<file path="config.mk">
export PLATFORM = sky130hd
export DESIGN_NAME = fetch_unit
export DESIGN_NICKNAME = d
export VERILOG_FILES = /design/src/rtl/fetch_unit.sv
export SDC_FILE = /design/constraint.sdc
export NUM_CORES = 1
export LEC_CHECK = 0
export BUFFER_PORTS_ARGS = -buffer_cell sky130_fd_sc_hd__buf_2
export CAP_MARGIN = 20
export CORE_ASPECT_RATIO = 1.2
export CORE_MARGIN = 4
export CORE_UTILIZATION = 53
export CTS_BUF_LIST = sky130_fd_sc_hd__clkbuf_4 sky130_fd_sc_hd__clkbuf_8
export DETAILED_ROUTE_END_ITERATION = 16
export PLACE_DENSITY_LB_ADDON = 0.1
export SLEW_MARGIN = 20
export SYNTH_ARGS = -nofsm -noshare
export SYNTH_HDL_FRONTEND = slang
export SYNTH_SLANG_ARGS = --single-unit
</file>
<file path="constraint.sdc">
create_clock -name clk -period 2.9 [get_ports clk]
set_clock_uncertainty 0.2 [all_clocks]
set_input_delay 0.145 -clock clk [delete_from_list [all_inputs] [get_ports clk]]
set_output_delay 0.145 -clock clk [all_outputs]
set_load 0.02 [all_outputs]
</file>
<file path="src/rtl/fetch_unit.sv">
// MIPS instruction-fetch stage: owns the PC, reads combinational imem, and fills IF/ID.
// Handles stall, redirect with squash, misaligned-target trap, and auto-halt on a run of zero words.
module fetch_unit #(
  parameter logic [31:0] RESET_PC      = 32'd0,
  parameter int          ZERO_RUN_HALT = 4,
  parameter int          CNT_W         = 16
) (
  input  logic             clk,
  input  logic             reset_n,
  output logic [31:0]      imem_addr,
  input  logic [31:0]      imem_data,
  input  logic             stall,
  input  logic             redirect,
  input  logic [31:0]      redirect_pc,
  output logic [31:0]      if_id_instr,
  output logic [31:0]      if_id_pc,
  output logic [31:0]      if_id_pc_plus4,
  output logic             if_id_valid,
  output logic             halted,
  output logic             fetch_error,
  output logic [CNT_W-1:0] fetch_count
);

  localparam int ZR_W = (ZERO_RUN_HALT > 1) ? $clog2(ZERO_RUN_HALT + 1) : 1;
  localparam logic [ZR_W-1:0] ZR_MAX = ZR_W'(ZERO_RUN_HALT);

  typedef enum logic [1:0] {IDLE, RUN, HALT} state_t;

  state_t          state, state_nxt;
  logic [31:0]     pc;
  logic [ZR_W-1:0] zrun, zrun_nxt;
  logic            take_redir, bad_redir, accept;

  assign imem_addr = pc;
  assign halted    = (state == HALT);

  always_ff @(posedge clk or negedge reset_n) begin
    if (!reset_n) state <= IDLE;
    else          state <= state_nxt;
  end

  always_comb begin
    state_nxt  = state;
    take_redir = 1'b0;
    bad_redir  = 1'b0;
    accept     = 1'b0;
    // Saturating zero-run count as it would stand if this word were accepted
    if (imem_data == 32'd0) zrun_nxt = (zrun == ZR_MAX) ? zrun : zrun + 1'b1;
    else                    zrun_nxt = '0;
    case (state)
      IDLE: state_nxt = RUN;
      RUN: begin
        if (redirect) begin
          if (redirect_pc[1:0] != 2'b00) begin
            bad_redir = 1'b1;
            state_nxt = HALT;
          end else begin
            take_redir = 1'b1;
          end
        end else if (!stall) begin
          accept = 1'b1;
          if (ZERO_RUN_HALT != 0 && imem_data == 32'd0 && zrun_nxt == ZR_MAX)
            state_nxt = HALT;
        end
      end
      HALT:    state_nxt = HALT;
      default: state_nxt = IDLE;
    endcase
  end

  always_ff @(posedge clk or negedge reset_n) begin
    if (!reset_n) begin
      pc             <= RESET_PC;
      if_id_instr    <= '0;
      if_id_pc       <= '0;
      if_id_pc_plus4 <= '0;
      if_id_valid    <= 1'b0;
      fetch_error    <= 1'b0;
      fetch_count    <= '0;
      zrun           <= '0;
    end else begin
      if (take_redir) begin
        pc          <= redirect_pc;
        if_id_valid <= 1'b0;
        if_id_instr <= '0;
      end
      if (bad_redir) begin
        fetch_error <= 1'b1;
        if_id_valid <= 1'b0;
      end
      if (accept) begin
        if_id_instr    <= imem_data;
        if_id_pc       <= pc;
        if_id_pc_plus4 <= pc + 32'd4;
        if_id_valid    <= 1'b1;
        pc             <= pc + 32'd4;
        zrun           <= zrun_nxt;
        if (~&fetch_count) fetch_count <= fetch_count + 1'b1;
      end
      // Nothing leaves IF/ID once halted
      if (state == HALT) if_id_valid <= 1'b0;
    end
  end

endmodule

</file>
# Word-level counts from Yosys, hierarchy flattened
# Index checks and enable logic that the tools add are counted.
[word_totals] reg_bits=151 input_bits=68 out_inout_bits=147 wordCells=53
[classes] addsub=3 eq_ne=7 mux=24 bitwise_logic=1 reduce_logical=9
[ops] cell="$mux 32" count=4
[ops] cell="$add 32x3->32 const B" count=1
[ops] cell="$logic_not 32->1" count=1
[ops] cell="$add 16x1->16 const B" count=1
[ops] cell="$reduce_and 16->1" count=1
[ops] cell="$mux 1" count=13
[ops] cell="$ne 3x3->1 const B" count=3
[ops] cell="$mux 2" count=4
[ops] cell="$eq 3x3->1 const B" count=2
[ops] cell="$mux 3" count=2
[ops] cell="$pmux 2 s3" count=1
[ops] cell="$reduce_bool 2->1" count=2
[ops] cell="$reduce_bool 4->1" count=1
[ops] cell="$add 3x1->3 const B" count=1
[ops] cell="$reduce_and 3->1" count=1
[ops] cell="$eq 2x1->1 const B" count=1
[ops] cell="$eq 2x2->1 const B" count=1
[ops] cell="$logic_not 2->1" count=1
[ops] cell="$reduce_and 2->1" count=1
[ops] cell="$logic_and 1x1->1" count=1
[ops] cell="$not 1->1" count=1

# Depth between registers and ports, before layout
# Gate-level depths: netlist (run 1).
[logic_depth] depth_word=9 ltp_mapped=9 mapped_depth_nobuf=7

# Worst setup path before layout (run 1)
# No wires, ideal clock.
[synth_timing] path_type="reg-to-reg" from="register pc[4] (netlist: imem_addr[4])" to="register pc[22] (netlist: imem_addr[22])" setup_time_ns=0.070 arrival_time_ns=1.934 required_ns=2.630 slack_ns=0.696 stages_incl_launch_ff=8 synth_period_minus_slack_ns=2.204 path_cell_list="dfrtp_1 buf_2 and4_1 buf_6 nand3_4 or3_4 or4_1 nand3_1"
[synth_between] elab_chain_len=2
[synth_lines] element="start, declared" line_no="30" source="logic [31:0] pc;"
[synth_lines] element="start signal, assigned" line_no="83" source="pc <= redirect_pc;"
[synth_lines] element="start signal, assigned" line_no="96" source="pc <= pc + 32'd4;"
[synth_lines] element="$add 32x3->32" line_no="96"
[synth_lines] element="$mux 32" line_no="91" source="if (accept) begin"
# Every way passes these cells.
# A chain may end at the register's enable or synchronous reset.

# Worst setup path in the final report (run 1)
[layout_timing] from="register state[1]" to="register if_id_instr[26]"
[layout_between] elab_chain_len=3
[layout_lines] element="start, declared" line_no="29" source="state_t state, state_nxt;"
[layout_lines] element="start signal, assigned" line_no="39" source="else state <= state_nxt;"
[layout_lines] element="$eq 2x1->1 (*)" line_no="50" source="case (state)"
[layout_lines] element="$mux 1" line_no="50"
[layout_lines] element="$mux 32 / $reduce_bool 2->1 (equally long branches)"
[layout_lines] element="end signal, assigned" line_no="92" source="if_id_instr <= imem_data;"
[layout_lines] element="end, declared" line_no="15" source="output logic [31:0] if_id_instr,"
# Every way passes the cells marked *; elsewhere a longest branch is shown, timed or not.

==> results of run 1 <==
==> registers in the layout, summed over array words and instances, names as in the netlist <==
name	cells
if_id_instr	32
zrun	3
if_id_valid	1
fetch_error	1
if_id_pc_plus4	30
if_id_pc	32
imem_addr	32
fetch_count	16
state	2
==> routing by layer <==
metal / GRT usage, % / wire (um) / vias to the layer above / share of wire, %
li1: - / - / 2871 / -
met4: 12.0 / 612 / 0 / 3.2
met2: 46.7 / 9670 / 269 / 51
met1: 33.2 / 7570 / 2915 / 40
met3: 5.94 / 1250 / 50 / 6.5
met5: 0 / 0 / - / 0
==> metrics by stage <==
step	total power (uW)	setup WS [ns]	instance area [um^2]	utilization, %	instances
2_1_floorplan	5920	0.696	6600	-	658
3_3_place_gp	7200	0.538	7840	64.5	1005
3_5_place_dp	7320	0.441	7840	64.5	1005
4_1_cts	8920	0.398	8900	73.1	1105
5_1_grt	9440	0.184	8900	73.1	1105
6_report	8900	0.381	8900	73.1	1105
==> final timing paths <==
check | start | to | slack (ns) | cells past startpoint
worst min register to register | if_id_pc[28] | if_id_pc[28] | 0.28 | 2
max in group asynchronous | reset_n | if_id_instr[11] | 1.65 | 3
min in group asynchronous | reset_n | if_id_pc_plus4[24] | 0.08 | 2
worst max-delay path | state[1] | if_id_instr[26] | 0.38 | 6
worst max register to register | state[1] | if_id_instr[26] | 0.38 | 6
worst min-delay path | stall | fetch_count[15] | 0.06 | 5
==> power groups by stage <==
stage | combinational (uW) | sequential (uW) | clock [uW]
after detailed placement | 3630 | 3690 | 0
after global routing | 4010 | 3810 | 1620
after global placement | 3540 | 3660 | 0
after CTS | 3700 | 3670 | 1550
final | 3680 | 3680 | 1530
after floorplan | 1410 | 4510 | 0
==> logic make-up after synthesis <==
| group | count (synthesis) | synth area share [%] |
|---|---|---|
| buffers and inverters | 50 | 3.43 |
| AND/OR/NAND/NOR | 269 | 18.9 |
| AO/OA/AOI/OAI | 138 | 13.8 |
| multiplexers | 4 | 0.663 |
| flip-flops | 149 | 56.5 |
| adder cells (fa/ha/maj) | 7 | 1.33 |
| XOR/XNOR | 41 | 5.44 |
==> critical path: stages (launching register included) <==
cell,delay (ns)
dfrtp_1,0.41
inv_1,0.08
ha_1,0.29
nor3b_2,0.39
buf_4,0.44
buf_4,0.42
a22o_1,0.21
==> cells in the mapped netlist (2+ instances only) <==
cell / n / share of area, %
xnor2_1: 29 / 3.8
o221a_2: 2 / 0.34
o32ai_1: 2 / 0.27
a211oi_1: 5 / 0.57
nand3_1: 20 / 1.5
inv_1: 7 / 0.40
o311ai_0: 3 / 0.40
ha_1: 7 / 1.3
nand2_1: 152 / 8.6
o21ai_0: 40 / 3.0
buf_1: 10 / 0.57
o211ai_1: 2 / 0.23
nand2b_1: 2 / 0.19
a22o_1: 32 / 4.2
a22oi_1: 4 / 0.45
buf_2: 5 / 0.38
o22ai_1: 11 / 1.0
nor3_1: 9 / 0.68
mux2_2: 3 / 0.51
buf_6: 2 / 0.34
or4_1: 2 / 0.23
clkbuf_1: 20 / 1.1
nor2b_1: 2 / 0.19
and4_1: 5 / 0.66
buf_4: 4 / 0.45
and2_1: 4 / 0.38
dfrtp_1: 149 / 56
xor2_1: 12 / 1.6
a31oi_1: 2 / 0.19
clkbuf_2: 2 / 0.15
nor4_1: 18 / 1.7
a21oi_1: 27 / 2.0
and3_1: 7 / 0.66
nor2_1: 28 / 1.6
o21a_1: 2 / 0.23
nand4_1: 12 / 1.1
==> area by class of cell <==
class                           instances  area, um^2  area share [%]
Clock buffer                           18         248            2.78
Tap cell                              161         201            2.26
Sequential cell                       149        3730            41.9
Timing Repair Buffer                  297        1880            21.2
Multi-Input combinational cell        459        2680            30.2
Clock inverter                         14         126            1.42
Inverter                                7        26.3           0.295
==> results.json, run 1 <==
{
  "status": "finished, final reports clean",
  "cts_sinks": 149,
  "coreArea_um2": 12200,
  "cts_resized": 0,
  "post_cts_buffers": 0,
  "ioPinCount": 215,
  "syn_area_um2": 6600,
  "core.rowCount": 44,
  "ant_nets": 0,
  "setup-tns-final_ns": 0,
  "max_freq_mhz": 397,
  "p_int_uw": 4990,
  "synth_flop_cell": "dfrtp_1",
  "drive_above_1_share_pct": 29.1,
  "rsz0062_at_grt": "false",
  "p_switching_uw": 3900,
  "seqPwrFrac_pct": 41.4,
  "async_reset_ff_share_pct": 100,
  "maxCapViolCount": 0,
  "drt-initial-drc-count": 397,
  "comb_power_share_pct": 41.4,
  "critPathLaunchType": "flip-flop",
  "synth-seq-cells": 149,
  "num_antenna_cells": 0,
  "grt.overflow.total": 0,
  "path_max_fanout": 39,
  "yosysWarnings": 0,
  "antenna_found_initial": 0,
  "grt_pass1_wl_um": 30500,
  "clkPwrFrac_pct": 17.2,
  "ctsHoldBuffers": 68,
  "crit_type": "flip-flop to flip-flop",
  "crit_path_end_kind": "flip-flop",
  "layout_common_cells": "buf_2, nand2_1, dfrtp_1",
  "viasPerCell": 5.52,
  "finalCritPeriodShare_pct": 86.9,
  "hold_path_class": "input port to flip-flop",
  "finalWorstPathRequiredPeriod_ns": 2.52,
  "hold_violations": 0,
  "cts_max_level": 4,
  "drt_pass1_iterations": 6,
  "wire_per_inst_um": 17.3,
  "routabilityCongestion": 0.868,
  "dieArea_um2": 14300,
  "port_buffers": 214,
  "nets": 1006,
  "routed_wl_um": 19100,
  "syn_to_final_growth_pct": 34.7,
  "relSlewSlack_pct": 28.8,
  "synthCells": 658,
  "tightestPinTransition_ns": 1.07,
  "dp_hpwl_um": 13100,
  "clk_pin_slew_ns": 0.09,
  "die_h_um": 130,
  "cts_tree": "built",
  "cp.arrival_ns": 2.70,
  "insertion_delay_ns": 0.45,
  "worst_ep_required_time_ns": 3.08,
  "power-per-cell-area_nw_per_um2": 1000,
  "synth_cell_types": 51,
  "initial_core_util_pct": 54.3,
  "fillers": 896,
  "clockBufferDepth": 2,
  "clockRootBuffer": "clkbuf_8",
  "grt_pass1_vias": 6189,
  "post_synth.cell_area_avg_um2": 10.0,
  "synth_nets": 733,
  "die_x_um": 110,
  "grt_usage_pct": 27.4,
  "p_leak_uw": 0.00447,
  "synth_edf_count": 0,
  "hold_ws_ns": 0.0579,
  "switching_share_pct": 43.9,
  "final_common_cell": "buf_2",
  "setup_violations": 0,
  "drc": 0,
  "cts_made_buffers": 17,
  "ys_seq_area_share_pct": 56.5,
  "ir_worst_vdd_v": 0.000592,
  "slew_violations": 0,
  "grt_max_degree": 76,
  "vias": 6105
}
No activity file was read; power rests on OpenSTA's default activity.
==> run 2: changes to the inputs <==
- CORE_ASPECT_RATIO: 1.2 -> 1.5
- CTS_CLUSTER_SIZE: not set -> 28
- GPL_TIMING_DRIVEN: not set -> 0
==> run 2 against run 1 <==
Effect of this change:
- first-iteration DRC count down 26%
- global-route usage is 1.7 points higher
- worst setup slack worse by 0.20 ns
- sequential share of layout area is 0.41 points lower
- combinational power up 5%
- sequential cell count unchanged
- largest cell class unchanged
- via count is 3.0% higher
- fmax down 7.5%
- highest routed layer unchanged
- register-to-register slack got worse by 0.20 ns
- hold slack worse by 0.022 ns
- core utilization is 1.3 points higher
==> results.json, run 2 (synthesis results as in run 1) <==
{
  "cts_max_level": 4,
  "die_x_um": 99.1,
  "ant_nets": 0,
  "num_antenna_cells": 0,
  "slew_violations": 0,
  "initial_core_util_pct": 54.7,
  "syn_to_final_growth_pct": 36.1,
  "cts_tree": "built",
  "nets": 1032,
  "grt_pass1_vias": 6513,
  "rsz0062_at_grt": "false",
  "placed_area_um2": 7900,
  "grt_max_degree": 77,
  "port_buffers": 214,
  "hold_path_class": "input port to flip-flop",
  "viasPerCell": 5.60,
  "grt_usage_pct": 29.0,
  "p_leak_uw": 0.00450,
  "drive_above_1_share_pct": 28.3,
  "dp.cells": 1026,
  "dieArea_um2": 14300,
  "clockBufferDepth": 2,
  "routabilityCongestion": 0.934,
  "wire_per_inst_um": 18.3,
  "final_common_cell": "buf_2",
  "instances_no_fill": 1122,
  "power-per-cell-area_nw_per_um2": 1020,
  "dp_hpwl_um": 14600,
  "die_h_um": 145,
  "setup_violations": 0,
  "crit_path_end_kind": "flip-flop",
  "finalPower_uw": 9150,
  "cp_slowest_stage_delay_ns": 0.44,
  "coreArea_um2": 12100,
  "drt_pass1_iterations": 5,
  "relSlewSlack_pct": 42.9,
  "insertion_delay_ns": 0.43,
  "r2r_slack_ns": 0.18,
  "status": "finished, final reports clean",
  "drc": 0,
  "cts_sinks": 149,
  "grt.overflow.total": 0,
  "slowest_stage": "clkbuf_1",
  "utilization_pct": 74.4,
  "cts_made_buffers": 17,
  "place_ws_ns": -0.0175,
  "grt_pass1_wl_um": 32700,
  "path_max_fanout": 10,
  "maxCapViolCount": 0,
  "core.rowCount": 49,
  "layout_common_cells": "buf_2, nand2_1, dfrtp_1",
  "worst_ep_required_time_ns": 3.06,
  "max_freq_mhz": 367,
  "path_cells": "inv_1, ha_1, nand2b_1, nand2b_1, buf_2, clkbuf_1, buf_1, nand2_1, nand2_1",
  "critPathLaunchType": "flip-flop",
  "antenna_found_initial": 0,
  "hold_violations": 0,
  "crit_type": "flip-flop to flip-flop",
  "ir_worst_vdd_v": 0.000505,
  "ioPinCount": 215,
  "clockRootBuffer": "clkbuf_8",
  "drt-initial-drc-count": 295,
  "routed_wl_um": 20500,
  "vias": 6288,
  "finalWorstPathRequiredPeriod_ns": 2.72,
  "stdcell_area_um2": 8990,
  "clk_pin_slew_ns": 0.08,
  "fin_ws_ns": 0.178,
  "finalCritPeriodShare_pct": 93.9,
  "cp.arrival_ns": 2.88,
  "tightestPinTransition_ns": 0.849
}
## run 2: layout make-up
| class | count | area, um^2 |
|---|---|---|
| Buffer | 41 | 196 |
| Clock buffer | 19 | 255 |
| Clock inverter | 12 | 153 |
| Fill cell | 900 | 3090 |
| Inverter | 7 | 26.3 |
| Multi-Input combinational cell | 459 | 2660 |
| Sequential cell | 149 | 3730 |
| Tap cell | 153 | 191 |
| Timing Repair Buffer | 282 | 1780 |
## run 2: stage by stage
stage               setup TNS, ns  hold WS (ns)
floorplan                       0        -0.351
global placement           -83.71         0.160
detailed placement        -0.0175       -0.0469
CTS                             0        0.0381
global route                    0        0.0414
finish                          0        0.0359
## run 2: timing repair
item                                    4_1_cts  5_1_grt
resized for setup                             1        5
pin swaps                                     0        0
endpoints found under the setup margin        4       76
hold endpoints to repair                    216        0
buffers inserted                              0        0
hold buffers                                 67        0
## run 2: layer usage
metal	GRT usage (%)	routed length [um]	share of wire [%]
met2	51.9	10800	53
met5	0	0	0
met4	13.1	684	3.3
met1	33.0	7460	36
met3	6.76	1540	7.5
## run 2: worst paths after layout
check                            startpoint                  to  depth (start not counted)
worst max-delay path               state[1]         if_id_pc[3]                          9
worst min-delay path                  stall     fetch_count[15]                          5
worst max register to register     state[1]         if_id_pc[3]                          9
worst min register to register  if_id_pc[8]         if_id_pc[8]                          2
max in group asynchronous           reset_n         if_id_pc[5]                          3
min in group asynchronous           reset_n  if_id_pc_plus4[24]                          2
## run 2: power by group
group	internal, uW	switching [uW]	total [uW]	leakage [uW]
Clock	881	778	1660	0.000210
Sequential	2910	710	3620	0.00188
Combinational	1430	2440	3870	0.00241
Total	5220	3930	9150	0.00450
## run 2: critical path, delay by kind of cell, from the launching register on
family,cells,cell delay [ns]
and+or+nand+nor,4,0.59
buffers and inverters,4,1.22
DFF,1,0.38
adders and majority gates,1,0.26
